## src/rtl/bp_clint_responder.sv

```systemverilog
// Core-local interruptor (mipi, mtimecmp, mtime) behind a one-outstanding
// request/response port; timer_irq_o tracks mtime >= mtimecmp.
module bp_clint_responder #(
  parameter int paddr_width_p = 40,
  parameter int data_width_p  = 64
) (
  input  logic                     clk_i,
  input  logic                     reset_n_i,
  input  logic                     timer_tick_i,
  input  logic                     req_v_i,
  output logic                     req_ready_o,
  input  logic                     req_w_i,
  input  logic [paddr_width_p-1:0] req_addr_i,
  input  logic [1:0]               req_size_i,
  input  logic [data_width_p-1:0]  req_data_i,
  output logic                     resp_v_o,
  input  logic                     resp_yumi_i,
  output logic [data_width_p-1:0]  resp_data_o,
  output logic                     resp_err_o,
  output logic                     software_irq_o,
  output logic                     timer_irq_o
);

  // Handshake: a request transfers on a rising edge where req_v_i & req_ready_o;
  // a response transfers on a rising edge where resp_v_o & resp_yumi_i.
  typedef enum logic {idle_s, resp_s} state_e;

  localparam logic [paddr_width_p-1:0] mipi_addr_lp     = paddr_width_p'(32'h0030_0000);
  localparam logic [paddr_width_p-1:0] mtimecmp_addr_lp = paddr_width_p'(32'h0030_4000);
  localparam logic [paddr_width_p-1:0] mtime_addr_lp    = paddr_width_p'(32'h0030_8000);

  state_e state_r, state_n;
  logic   mipi_r;
  logic [63:0] mtime_r, mtime_n;
  logic [63:0] mtimecmp_r, mtimecmp_n;
  logic   timer_irq_r;
  logic [data_width_p-1:0] resp_data_r;
  logic   resp_err_r;

  logic [paddr_width_p-1:0] word_addr;
  logic hit_mipi, hit_mtimecmp, hit_mtime, mapped;
  logic hi_sel, is_8b, size_ok, misaligned, err;
  logic accept, wr_ok;
  logic [63:0] rd_word, rd_data;
  logic [31:0] mtime_tick_lo;
  logic [63:0] mtime_inc;

  // Decode
  assign word_addr    = {req_addr_i[paddr_width_p-1:3], 3'b000};
  assign hit_mipi     = (word_addr == mipi_addr_lp);
  assign hit_mtimecmp = (word_addr == mtimecmp_addr_lp);
  assign hit_mtime    = (word_addr == mtime_addr_lp);
  assign mapped       = hit_mipi | hit_mtimecmp | hit_mtime;
  assign hi_sel       = req_addr_i[2];
  assign is_8b        = (req_size_i == 2'b11);
  assign size_ok      = req_size_i[1];
  assign misaligned   = (req_addr_i[1:0] != 2'b00) | (is_8b & hi_sel);
  assign err          = ~mapped | ~size_ok | misaligned | (hit_mipi & hi_sel);

  assign accept = (state_r == idle_s) & req_v_i;
  assign wr_ok  = accept & req_w_i & ~err;

  // FSM
  always_comb begin
    state_n     = state_r;
    req_ready_o = 1'b0;
    resp_v_o    = 1'b0;
    case (state_r)
      idle_s: begin
        req_ready_o = reset_n_i;
        if (req_v_i) state_n = resp_s;
      end
      resp_s: begin
        resp_v_o = 1'b1;
        if (resp_yumi_i) state_n = idle_s;
      end
      default: state_n = idle_s;
    endcase
  end

  // A half-word write to mtime blocks any tick carry across the 32-bit boundary.
  assign mtime_tick_lo = mtime_r[31:0] + 32'(timer_tick_i);
  assign mtime_inc     = mtime_r + 64'(timer_tick_i);

  always_comb begin
    mtime_n = mtime_inc;
    if (wr_ok && hit_mtime) begin
      if (is_8b)       mtime_n = req_data_i[63:0];
      else if (hi_sel) mtime_n = {req_data_i[31:0], mtime_tick_lo};
      else             mtime_n = {mtime_r[63:32], req_data_i[31:0]};
    end
  end

  always_comb begin
    mtimecmp_n = mtimecmp_r;
    if (wr_ok && hit_mtimecmp) begin
      if (is_8b)       mtimecmp_n = req_data_i[63:0];
      else if (hi_sel) mtimecmp_n = {req_data_i[31:0], mtimecmp_r[31:0]};
      else             mtimecmp_n = {mtimecmp_r[63:32], req_data_i[31:0]};
    end
  end

  // Read data reflects register values before this edge's tick or write.
  always_comb begin
    rd_word = 64'd0;
    if (hit_mipi)          rd_word = {63'd0, mipi_r};
    else if (hit_mtimecmp) rd_word = mtimecmp_r;
    else if (hit_mtime)    rd_word = mtime_r;
    if (is_8b)       rd_data = rd_word;
    else if (hi_sel) rd_data = {32'd0, rd_word[63:32]};
    else             rd_data = {32'd0, rd_word[31:0]};
  end

  always_ff @(posedge clk_i or negedge reset_n_i) begin
    if (!reset_n_i) begin
      state_r     <= idle_s;
      mipi_r      <= 1'b0;
      mtime_r     <= 64'd0;
      mtimecmp_r  <= '1;
      timer_irq_r <= 1'b0;
      resp_data_r <= '0;
      resp_err_r  <= 1'b0;
    end else begin
      state_r     <= state_n;
      mtime_r     <= mtime_n;
      mtimecmp_r  <= mtimecmp_n;
      timer_irq_r <= (mtime_n >= mtimecmp_n);
      if (wr_ok && hit_mipi) mipi_r <= req_data_i[0];
      if (accept) begin
        resp_err_r  <= err;
        resp_data_r <= (err || req_w_i) ? '0 : data_width_p'(rd_data);
      end
    end
  end

  assign resp_data_o    = resp_data_r;
  assign resp_err_o     = resp_err_r;
  assign software_irq_o = mipi_r;
  assign timer_irq_o    = timer_irq_r;

endmodule

```

## config.mk

```make
export PLATFORM = sky130hd
export DESIGN_NAME = bp_clint_responder
export DESIGN_NICKNAME = d
export VERILOG_FILES = /design/src/rtl/bp_clint_responder.sv
export SDC_FILE = /design/constraint.sdc
export NUM_CORES = 1
export LEC_CHECK = 0
export BUFFER_PORTS_ARGS = -buffer_cell sky130_fd_sc_hd__buf_2
export CAP_MARGIN = 30
export CORE_MARGIN = 2
export CORE_UTILIZATION = 55
export DETAILED_ROUTE_END_ITERATION = 10
export GPL_TIMING_DRIVEN = 0
export PLACE_DENSITY = 0.75
export SLEW_MARGIN = 5
export SYNTH_ARGS = -nofsm -noshare
export SYNTH_HDL_FRONTEND = slang
export SYNTH_SLANG_ARGS = --single-unit
```

## constraint.sdc

```tcl
create_clock -name clk_i -period 4.4 [get_ports clk_i]
set_clock_uncertainty 0.05 [all_clocks]
set_input_delay 0.44 -clock clk_i [delete_from_list [all_inputs] [get_ports clk_i]]
set_output_delay 0.44 -clock clk_i [all_outputs]
set_load 0.01 [all_outputs]
```

Word-level counts from Yosys, hierarchy flattened
Index checks and enable logic that the tools add are counted.
- bits of input ports: 112
- memories kept: 0
- bits in latches: 0
- word-level logic and storage cells: 51
- output and inout port bits: 69
- bits in registers: 196
- memory bits (writable): 0
- bits in read-only memories: 0
- div/mod/pow operators: 0
- $lt $le $gt $ge: 1
- equality and inequality tests: 4
- muxes and demuxes: 17
- add/sub/neg operators: 2
- reduce and logical (&&, ||, !) cells: 5
- shift-type cells: 0
- multiply operators: 0
- bitwise operators: 15
- operators with widths (operator ; number):
    64-bit 2-to-1 mux ; 11
    37-bit by 19-bit == test with 1-bit output (second input constant) ; 3
    64-bit by 1-bit adder with 64-bit output ; 1
    64-bit greater-or-equal comparator ; 1
    32-bit by 1-bit adder with 32-bit output ; 1
    32-bit 2-to-1 mux ; 1
    1-bit bitwise OR ; 6
    1-bit AND ; 5
    1-bit 2-to-1 mux ; 4
    1-bit inverter ; 4
    1-bit logical AND ; 3
    2-bit == test (second input constant) ; 1
    1-bit one-hot mux with 2 select lines ; 1
    2-bit nonzero test ; 1
    1-bit logical OR ; 1

Logic depth before layout (Yosys ltp)
Gate-level depths: netlist of the first run.
- depth in word-level cells: 12
- gate-level depth with buffers: 16
- gate-level depth less buffers: 15

Least setup slack after synthesis of the first run
Ideal clock, no wire load.
- path type: input to register
- start: input req_addr_i[5]
- end: register timer_irq_r (netlist: timer_irq_o)
- data arrival time: 3.914 ns
- stages: 15
- path slack: 0.297 ns
- buffers on the path: 3
- library setup time: 0.139 ns
- path through: or4_4 > buf_6 > or4_4 > or4_1 > buf_2 > buf_6 > nor2_1 > a21oi_1 > ha_1 > a21oi_1 > a21oi_1 > a2111oi_0 > nor2_1 > a2111oi_0 > a21oi_1
- longest elaborated chain between the ends: 12
- elaborated cells between the ends (all ways): 17
- ends and longest elaborated chain (element ; RTL line ; text):
    start, declared ; 13 ; input logic [paddr_width_p-1:0] req_addr_i,
    37-bit by 19-bit == test with 1-bit output, on equally long branches ; 50, 51 ;
    1-bit bitwise OR (2 in series) ; 53 ; assign mapped = hit_mipi | hit_mtimecmp | hit_mtime;
    1-bit inverter ; 58 ; assign err = ~mapped | ~size_ok | misaligned | (hit_mipi & hi_sel);
    1-bit bitwise OR (3 in series) ; 58 ;
    1-bit inverter ; 61 ; assign wr_ok = accept & req_w_i & ~err;
    1-bit AND ; 61 ;
    1-bit logical AND * ; 87 ; if (wr_ok && hit_mtime) begin
    64-bit 2-to-1 mux * ; 87 ;
    named net mtime_n[50] ; 34 ; logic [63:0] mtime_r, mtime_n;
    64-bit greater-or-equal comparator * ; 127 ; timer_irq_r <= (mtime_n >= mtimecmp_n);
    end signal, assigned ; 127 ;
    end, declared ; 36 ; logic timer_irq_r;
Mark *: on every way through the listed nets, which the timed path passes. The rest lies on a longest branch.
A chain may end at the register's enable or synchronous reset.

Worst setup path in the final report of the first run
Same ends and word-level chain as after synthesis.

==> load_flow_metrics.sql, run 1 <==
INSERT INTO impl_metrics (metric_group, metric, value, unit) VALUES
('setup_path', 'worstReg2RegEnd', 'timer_irq_o', ''),
('sta', 'finalSetupViolCount', '0', ''),
('final_layout', 'nFillCells', '1807', ''),
('grt', 'grt_overflow_total', '0', ''),
('sta', 'timing_hold_violations_final', '10', ''),
('setup_path', 'cp_num_buf_inv', '5', ''),
('setup_path', 'worst_r2r_path_cells', '14', ''),
('sta', 'post-route-period-util', '95.8', '%'),
('floorplan', 'core-area', '21700', 'um^2'),
('power', 'leakage_power_total', '6.36', 'nW'),
('setup_path', 'slowest_delay', '0.55', 'ns'),
('synthesis', 'synthDominantAreaCellType', 'sky130_fd_sc_hd__dfrtp_1', ''),
('grt', 'first_global_vias', '11400', ''),
('placement', 'finalWeightedCongestion', '1.00', ''),
('synthesis', 'dominantRegCellSynth', 'sky130_fd_sc_hd__dfrtp_1', ''),
('setup_path', 'crit_type', 'in2reg', ''),
('grt', 'largest_net_degree_at_the_start_of_global_routing', '109', ''),
('clocking', 'cts-root-buf', 'sky130_fd_sc_hd__clkbuf_16', ''),
('synthesis', 'synth_cells', '1326', ''),
('route', 'vias_per_cell', '6.43', ''),
('sta', 'period_minus_slack', '4.22', 'ns'),
('synthesis', 'synthMostInstantiatedCell', 'sky130_fd_sc_hd__nor2_1', ''),
('clocking', 'cts_tree', 'built', ''),
('placement', 'io_buffers', '179', ''),
('clocking', 'post_cts_hold_buffer_count', '0', ''),
('setup_path', 'critical-path-top-delay-family', 'simple AND/OR/NAND/NOR gates', ''),
('synthesis', 'netlist_top_cells_count', 'sky130_fd_sc_hd__nor2_1 (180), sky130_fd_sc_hd__dfrtp_1 (132), sky130_fd_sc_hd__o21ai_0 (108)', ''),
('route', 'drt-total-wl', '42.4', 'mm'),
('setup_path', 'reg2reg_from', 'state_r', ''),
('placement', 'place.detailed.hpwl', '31.2', 'mm'),
('synthesis', 'synth_enable_flop_cells', '0', ''),
('floorplan', 'boundaryPins', '181', ''),
('final_layout', 'final_area', '14200', 'um^2'),
('synthesis', 'synth_warnings', '0', ''),
('sta', 'slew-limit-headroom', '30.4', '%'),
('sta', 'layout_setup_ws', '0.185', 'ns'),
('final_layout', 'nNetsFinal', '1721', ''),
('setup_path', 'r2r_setup_slack', '0.19', 'ns'),
('floorplan', 'chipWidth', '152', 'um'),
('clocking', 'clkTransAtPathRegs', '0.08', 'ns'),
('synthesis', 'yosys-top-cells-area', 'sky130_fd_sc_hd__dfrtp_1 (27%), sky130_fd_sc_hd__dfstp_2 (14%), sky130_fd_sc_hd__ha_1 (6.9%), sky130_fd_sc_hd__nor2_1 (5.6%), sky130_fd_sc_hd__mux2i_1 (5.2%)', ''),
('final_layout', 'utilization', '65.5', '%'),
('route', 'avgRoutedWirePerCell', '23.0', 'um'),
('grt', 'wire_length_of_the_first_global_routing_pass', '64.9', 'mm'),
('power', 'report.power.total', '4.02', 'mW'),
('job', 'maxCapViolCount', '0', ''),
('sta', 'highest_clock_rate', '237', 'MHz'),
('outcome', 'outcome', 'finished, violations left', ''),
('synthesis', 'postSynthRegisterBits', '196', ''),
('clocking', 'cts-buffers-inserted', '17', ''),
('setup_path', 'worst_path_fanout_max', '10', ''),
('sta', 'fin_worst_hold_slack', '-0.0427', 'ns'),
('setup_path', 'crit_path_cell_trace', 'buf_2, or4_4, buf_6, or4_4, or4_1, buf_2, buf_6, nor2_1, a21oi_1, ha_1, nand4_1, nor4_4, buf_4, nand3_2, a31oi_4, o31ai_2, a21oi_1', ''),
('outcome', 'violations_in_the_final_reports', 'negative hold slack', ''),
('synthesis', 'synth.top_cell.area_share', '27.4', '%'),
('final_layout', 'flow.area_growth_from_synthesis', '17.9', '%'),
('route', 'dr.pass1.iters', '6', ''),
('final_layout', 'layoutNonFillerInstCount', '1838', ''),
('placement', 'placement.cell_area', '13300', 'um^2'),
('sta', 'fin_tns_setup', '0', 'ns'),
('floorplan', 'die_h', '152', 'um'),
('route', 'total_number_of_vias', '11800', ''),
('synthesis', 'mappedNetlistNets', '1504', ''),
('clocking', 'clk_path_buf_depth', '2', ''),
('sta', 'tightest_slew', '1.04', 'ns'),
('synthesis', 'asyncSetResetFlopFracSynth', '100', '%'),
('setup_path', 'crit_required', '4.73', 'ns'),
('floorplan', 'dieArea', '23100', 'um^2'),
('clocking', 'cts_num_sinks', '196', ''),
('floorplan', 'initial_utilization', '55.6', '%'),
('placement', 'post-place-ws', '-1.61', 'ns');
## state kept, by name, summed over array words and instances (netlist names)
name / count
mtime_r: 64
mtimecmp_r: 64
resp_data_o: 64
resp_err_o: 1
software_irq_o: 1
state_r: 1
timer_irq_o: 1
## worst max-delay path by stage
stage / startpoint / end / slack [ns] / cells past startpoint
6_report: req_addr_i[5] / timer_irq_o / 0.18 / 17
5_1_grt: mtime_r[9] / timer_irq_o / -0.004 / 14
4_1_cts: mtime_r[0] / timer_irq_o / 0.03 / 16
3_5_place_dp: req_addr_i[5] / timer_irq_o / -1.61 / 15
3_3_place_gp: req_addr_i[5] / timer_irq_o / -1.61 / 15
2_1_floorplan: req_addr_i[5] / timer_irq_o / 0.30 / 15
## worst reg2reg max path: stages, from the launching register on
cell                       delay (ns)
sky130_fd_sc_hd__dfrtp_1         0.41
sky130_fd_sc_hd__nor2b_1         0.26
sky130_fd_sc_hd__nand4_1         0.13
sky130_fd_sc_hd__buf_4           0.18
sky130_fd_sc_hd__or3_1           0.44
sky130_fd_sc_hd__nor3_4          0.35
sky130_fd_sc_hd__clkbuf_2        0.32
sky130_fd_sc_hd__o21ai_0         0.17
sky130_fd_sc_hd__ha_1            0.35
sky130_fd_sc_hd__and4_1          0.28
sky130_fd_sc_hd__o211ai_1        0.11
sky130_fd_sc_hd__or4_1           0.56
sky130_fd_sc_hd__a31oi_4         0.26
sky130_fd_sc_hd__o31ai_2         0.12
sky130_fd_sc_hd__a21oi_1         0.15
## per-layer routing
| layer | GRT usage, % | vias up | part of all wire, % |
|---|---|---|---|
| met4 | 12.6 | 0 | 3.2 |
| met2 | 56.0 | 737 | 45 |
| met5 | 0 | - | 0 |
| li1 | - | 5243 | - |
| met3 | 8.78 | 116 | 11 |
| met1 | 50.1 | 5716 | 40 |
## cells by family after synthesis
family / Yosys count / synth area share, %
compound gates: 376 / 20.0
xor+xnor: 62 / 4.50
simple gates: 428 / 16.9
flops: 196 / 41.4
mux: 69 / 5.79
buf+inv: 129 / 4.54
fa+ha+maj: 66 / 6.85
## cells in the final DEF, fill, tap and decap left out, drive strengths merged, types with 5 or more instances in the layout
cell | synthesis | routed
dfrtp | 132 | 132
and4 | 9 | 9
a22oi | 32 | 32
inv | 44 | 51
mux2i | 63 | 63
buf | 28 | 225
a22o | 30 | 30
dfstp | 64 | 64
ha | 66 | 66
or4 | 6 | 6
nor3 | 30 | 30
o21ai | 108 | 108
nor4 | 17 | 17
o21a | 35 | 35
nor2 | 183 | 183
nand4 | 27 | 27
xnor2 | 43 | 43
nand3 | 28 | 28
and2 | 5 | 5
nand2 | 100 | 100
or3 | 6 | 6
a221oi | 30 | 30
xor2 | 19 | 19
clkinv | 0 | 7
a21oi | 89 | 89
o31ai | 31 | 31
clkbuf | 57 | 75
mux2 | 6 | 6
## where the power goes
| part | switching [mW] | internal (mW) |
|---|---|---|
| clock network | 0.823 | 0.766 |
| registers | 0.0384 | 1.84 |
| logic | 0.338 | 0.213 |
## area by class of cell
type                       count  area, um^2  area share, %
multi-input combinational   1001        6640           46.7
sequential                   196        4980           35.1
timing repair buffer         199        1080           7.60
clock buffer                  18         429           3.02
buffer                        84         402           2.83
tap                          280         350           2.46
inverter                      44         165           1.16
clock inverter                14         160           1.13
antenna                        2        5.00         0.0352
## repair_timing
item                                    in CTS  in global routing
gates resized for setup                     13                 28
endpoints found under the setup margin       1                  1
pin swaps                                    5                 10
setup buffers                                5                 13
cloned                                       0                  0
Note: power is estimated with default switching activity, not from simulation.
==> run 2, diff against run 1 <==
==> constraint.sdc (replaced) <==
create_clock -name clk_i -period 4.4 [get_ports clk_i]
set_clock_uncertainty 0.05 [all_clocks]
set_input_delay 0.88 -clock clk_i [delete_from_list [all_inputs] [get_ports clk_i]]
set_output_delay 0.88 -clock clk_i [all_outputs]
set_load 0.01 [all_outputs]
==> run 2 against run 1 <==
Net effect:
- sequential power hardly changed
- combinational power up 7.3%
- the run ends with negative setup slack left
- maximum frequency fell by 4.3%
- routed wire length rose by 2.2%
- total power increased by 3.5%
- flip-flop and latch count is the same
- via count increased by 1.7%
- first-iteration DRC count up 1.4%
- final cell count rose by 1.4%
- die area is the same
- setup slack worse by 0.19 ns
- worst hold slack improved by 0.43 ns
==> load_flow_metrics.sql, run 2 (synthesized netlist as in run 1, its figures left out) <==
INSERT INTO impl_metrics (metric_group, metric, value, unit) VALUES
('outcome', 'outcome', 'finished, violations left', ''),
('outcome', 'violations_in_the_final_reports', 'negative setup slack', ''),
('floorplan', 'dieArea', '23100', 'um^2'),
('floorplan', 'boundaryPins', '181', ''),
('clocking', 'cts-root-buf', 'sky130_fd_sc_hd__clkbuf_16', ''),
('floorplan', 'core-area', '21700', 'um^2'),
('final_layout', 'mostFrequentLayoutCell', 'sky130_fd_sc_hd__buf_2', ''),
('sta', 'slew-limit-headroom', '31.9', '%'),
('clocking', 'htreeDepth', '4', ''),
('sta', 'tightest_slew', '1.02', 'ns'),
('clocking', 'cts_num_sinks', '196', ''),
('setup_path', 'cp_num_buf_inv', '4', ''),
('route', 'antenna_left', '0', ''),
('sta', 'grt_setup_unrepaired', 'true', ''),
('clocking', 'cts_tree', 'built', ''),
('sta', 'timing_hold_violations_final', '0', ''),
('hold_path', 'min-delay-path-class', 'in2async', ''),
('setup_path', 'slowest_delay', '0.60', 'ns'),
('power', 'total_switching_power', '1.21', 'mW'),
('placement', 'place.detailed.hpwl', '31.2', 'mm'),
('final_layout', 'final_area', '14600', 'um^2'),
('floorplan', 'initial_utilization', '55.6', '%'),
('final_layout', 'flow.area_growth_from_synthesis', '21.3', '%'),
('power', 'p_seq_share', '45.3', '%'),
('sta', 'fin_tns_setup', '-0.00638', 'ns'),
('sta', 'highest_clock_rate', '227', 'MHz'),
('sta', 'fin_worst_hold_slack', '0.386', 'ns'),
('setup_path', 'crit_path_cell_trace', 'buf_2, or4_4, nor3_4, nand4_4, buf_4, or4_4, buf_6, nor2_1, a21oi_1, ha_1, nand4_1, nor4_2, buf_4, nand3_4, a31oi_4, o31ai_4, a21oi_2', ''),
('route', 'vias_per_cell', '6.45', ''),
('floorplan', 'rows', '54', ''),
('setup_path', 'worst_path_fanout_max', '10', ''),
('placement', 'finalWeightedCongestion', '0.968', ''),
('power', 'clock_power_share', '40.5', '%'),
('sta', 'post-route-period-util', '100', '%'),
('setup_path', 'critical-path-top-delay-family', 'simple AND/OR/NAND/NOR gates', ''),
('setup_path', 'startpoint_type', 'input port', ''),
('power', 'vdd.ir_drop.worst', '0.250', 'mV'),
('floorplan', 'die_h', '152', 'um'),
('sta', 'finalSetupViolCount', '1', ''),
('setup_path', 'worst_r2r_path_cells', '15', ''),
('clocking', 'clk_path_buf_depth', '2', ''),
('placement', 'dp.cells', '1788', ''),
('placement', 'post-place-ws', '-1.41', 'ns'),
('sta', 'report.final.slew_viol_count', '0', ''),
('power', 'power.density', '284', 'nW/um^2'),
('grt', 'grt_antenna_before_repair', '1', ''),
('grt', 'largest_net_degree_at_the_start_of_global_routing', '109', ''),
('setup_path', 'crit_type', 'in2reg', ''),
('route', 'total_number_of_vias', '12000', ''),
('grt', 'wire_length_of_the_first_global_routing_pass', '65.0', 'mm'),
('sta', 'period_minus_slack', '4.41', 'ns'),
('placement', 'placement.cell_area', '13400', 'um^2'),
('setup_path', 'r2r_setup_slack', '0.10', 'ns'),
('clocking', 'post_cts_hold_buffer_count', '0', ''),
('route', 'drc_errors', '0', ''),
('grt', 'grt_overflow_total', '0', ''),
('power', 'power.combinational.fraction', '14.2', '%'),
('power', 'leakage_power_total', '6.55', 'nW'),
('final_layout', 'utilization', '67.4', '%'),
('route', 'drt-total-wl', '43.3', 'mm'),
('route', 'dr.pass1.iters', '6', ''),
('power', 'report.power.total', '4.16', 'mW'),
('final_layout', 'final_cell_mix', 'sky130_fd_sc_hd__buf_2 (189), sky130_fd_sc_hd__nor2_1 (179), sky130_fd_sc_hd__dfrtp_1 (132)', ''),
('clocking', 'clk-insertion-delay-late', '0.45', 'ns'),
('grt', 'global_route.usage.total', '36.0', '%'),
('clocking', 'cts-buffers-inserted', '17', ''),
('grt', 'first_global_vias', '11200', ''),
('clocking', 'clkTransAtPathRegs', '0.09', 'ns'),
('final_layout', 'layoutNonFillerInstCount', '1864', ''),
('setup_path', 'worstReg2RegEnd', 'timer_irq_o', ''),
('sta', 'layout_setup_ws', '-0.00638', 'ns'),
('job', 'maxCapViolCount', '0', ''),
('floorplan', 'chipWidth', '152', 'um'),
('route', 'initialDrtViolationCount', '1644', ''),
('power', 'p_sw_share', '29.0', '%'),
('route', 'avgRoutedWirePerCell', '23.2', 'um'),
('setup_path', 'crit_required', '4.73', 'ns'),
('setup_path', 'worst-endpoint-arrival', '4.74', 'ns'),
('setup_path', 'worst_path_max_delay_cell', 'sky130_fd_sc_hd__or4_4', ''),
('final_layout', 'nNetsFinal', '1747', ''),
('final_layout', 'layout-drive-gt1-share', '25.7', '%'),
('power', 'internal-power', '2.95', 'mW'),
('setup_path', 'reg2reg_from', 'mtime_r[9]', ''),
('setup_path', 'end_kind', 'flip-flop', ''),
('placement', 'io_buffers', '179', '');
[run 2: cell count changes in the layout (fill, tap and decap cells not counted), sizes merged]
cell      delta
clkbuf       -1
buf         +27
inv          -1
clkinvlp     +1
bufinv       +2
clkinv       -2
[run 2: routing by layer]
| metal | vias up | share of wire [%] | track usage [%] |
|---|---|---|---|
| met5 | - | 0 | 0 |
| met3 | 130 | 11 | 8.78 |
| met4 | 0 | 3.3 | 11.1 |
| met1 | 5818 | 40 | 49.4 |
| li1 | 5293 | - | - |
| met2 | 774 | 45 | 57.0 |
[run 2: area by class of cell]
cell class | instances | area, um^2
Antenna cell | 2 | 5.00
Tap cell | 280 | 350
Multi-Input combinational cell | 1001 | 6690
Sequential cell | 196 | 4980
Inverter | 44 | 165
Fill cell | 1759 | 7060
Clock inverter | 14 | 194
Timing Repair Buffer | 228 | 1350
Clock buffer | 18 | 429
Buffer | 81 | 460
[run 2: worst reg2reg max path, delay by kind of cell, from the launching register on]
family | cells | cell delay (ns)
AND/OR/NAND/NOR | 7 | 2.07
XOR/XNOR | 1 | 0.16
flip-flops | 1 | 0.47
buffers and inverters | 2 | 0.50
AO/OA/AOI/OAI | 4 | 0.65
adder cells (fa/ha/maj) | 1 | 0.34
[run 2: how the worst max path moves through the flow]
stage | start | to | slack [ns] | depth (start not counted)
finish | req_addr_i[4] | timer_irq_o | -0.006 | 17
global route | req_addr_i[4] | timer_irq_o | -0.11 | 18
CTS | req_addr_i[5] | timer_irq_o | 0.0002 | 17
detailed placement | req_addr_i[5] | timer_irq_o | -1.41 | 16
global placement | req_addr_i[5] | timer_irq_o | -2.09 | 15
floorplan | req_addr_i[5] | timer_irq_o | 0.009 | 13
[run 2: repair_timing]
action	CTS	global route
endpoints found under the setup margin	1	1
gates cloned	0	3
gates resized for setup	26	71
setup buffers	14	29
pin swaps	15	28
[run 2: power by group through the flow]
| stage | logic (mW) | registers [mW] | clock network [mW] |
|---|---|---|---|
| 2_1_floorplan | 0.275 | 1.91 | 0 |
| 3_3_place_gp | 0.493 | 1.91 | 0 |
| 3_5_place_dp | 0.506 | 1.91 | 0 |
| 4_1_cts | 0.541 | 1.88 | 1.67 |
| 5_1_grt | 0.639 | 1.89 | 1.75 |
| 6_report | 0.591 | 1.88 | 1.68 |
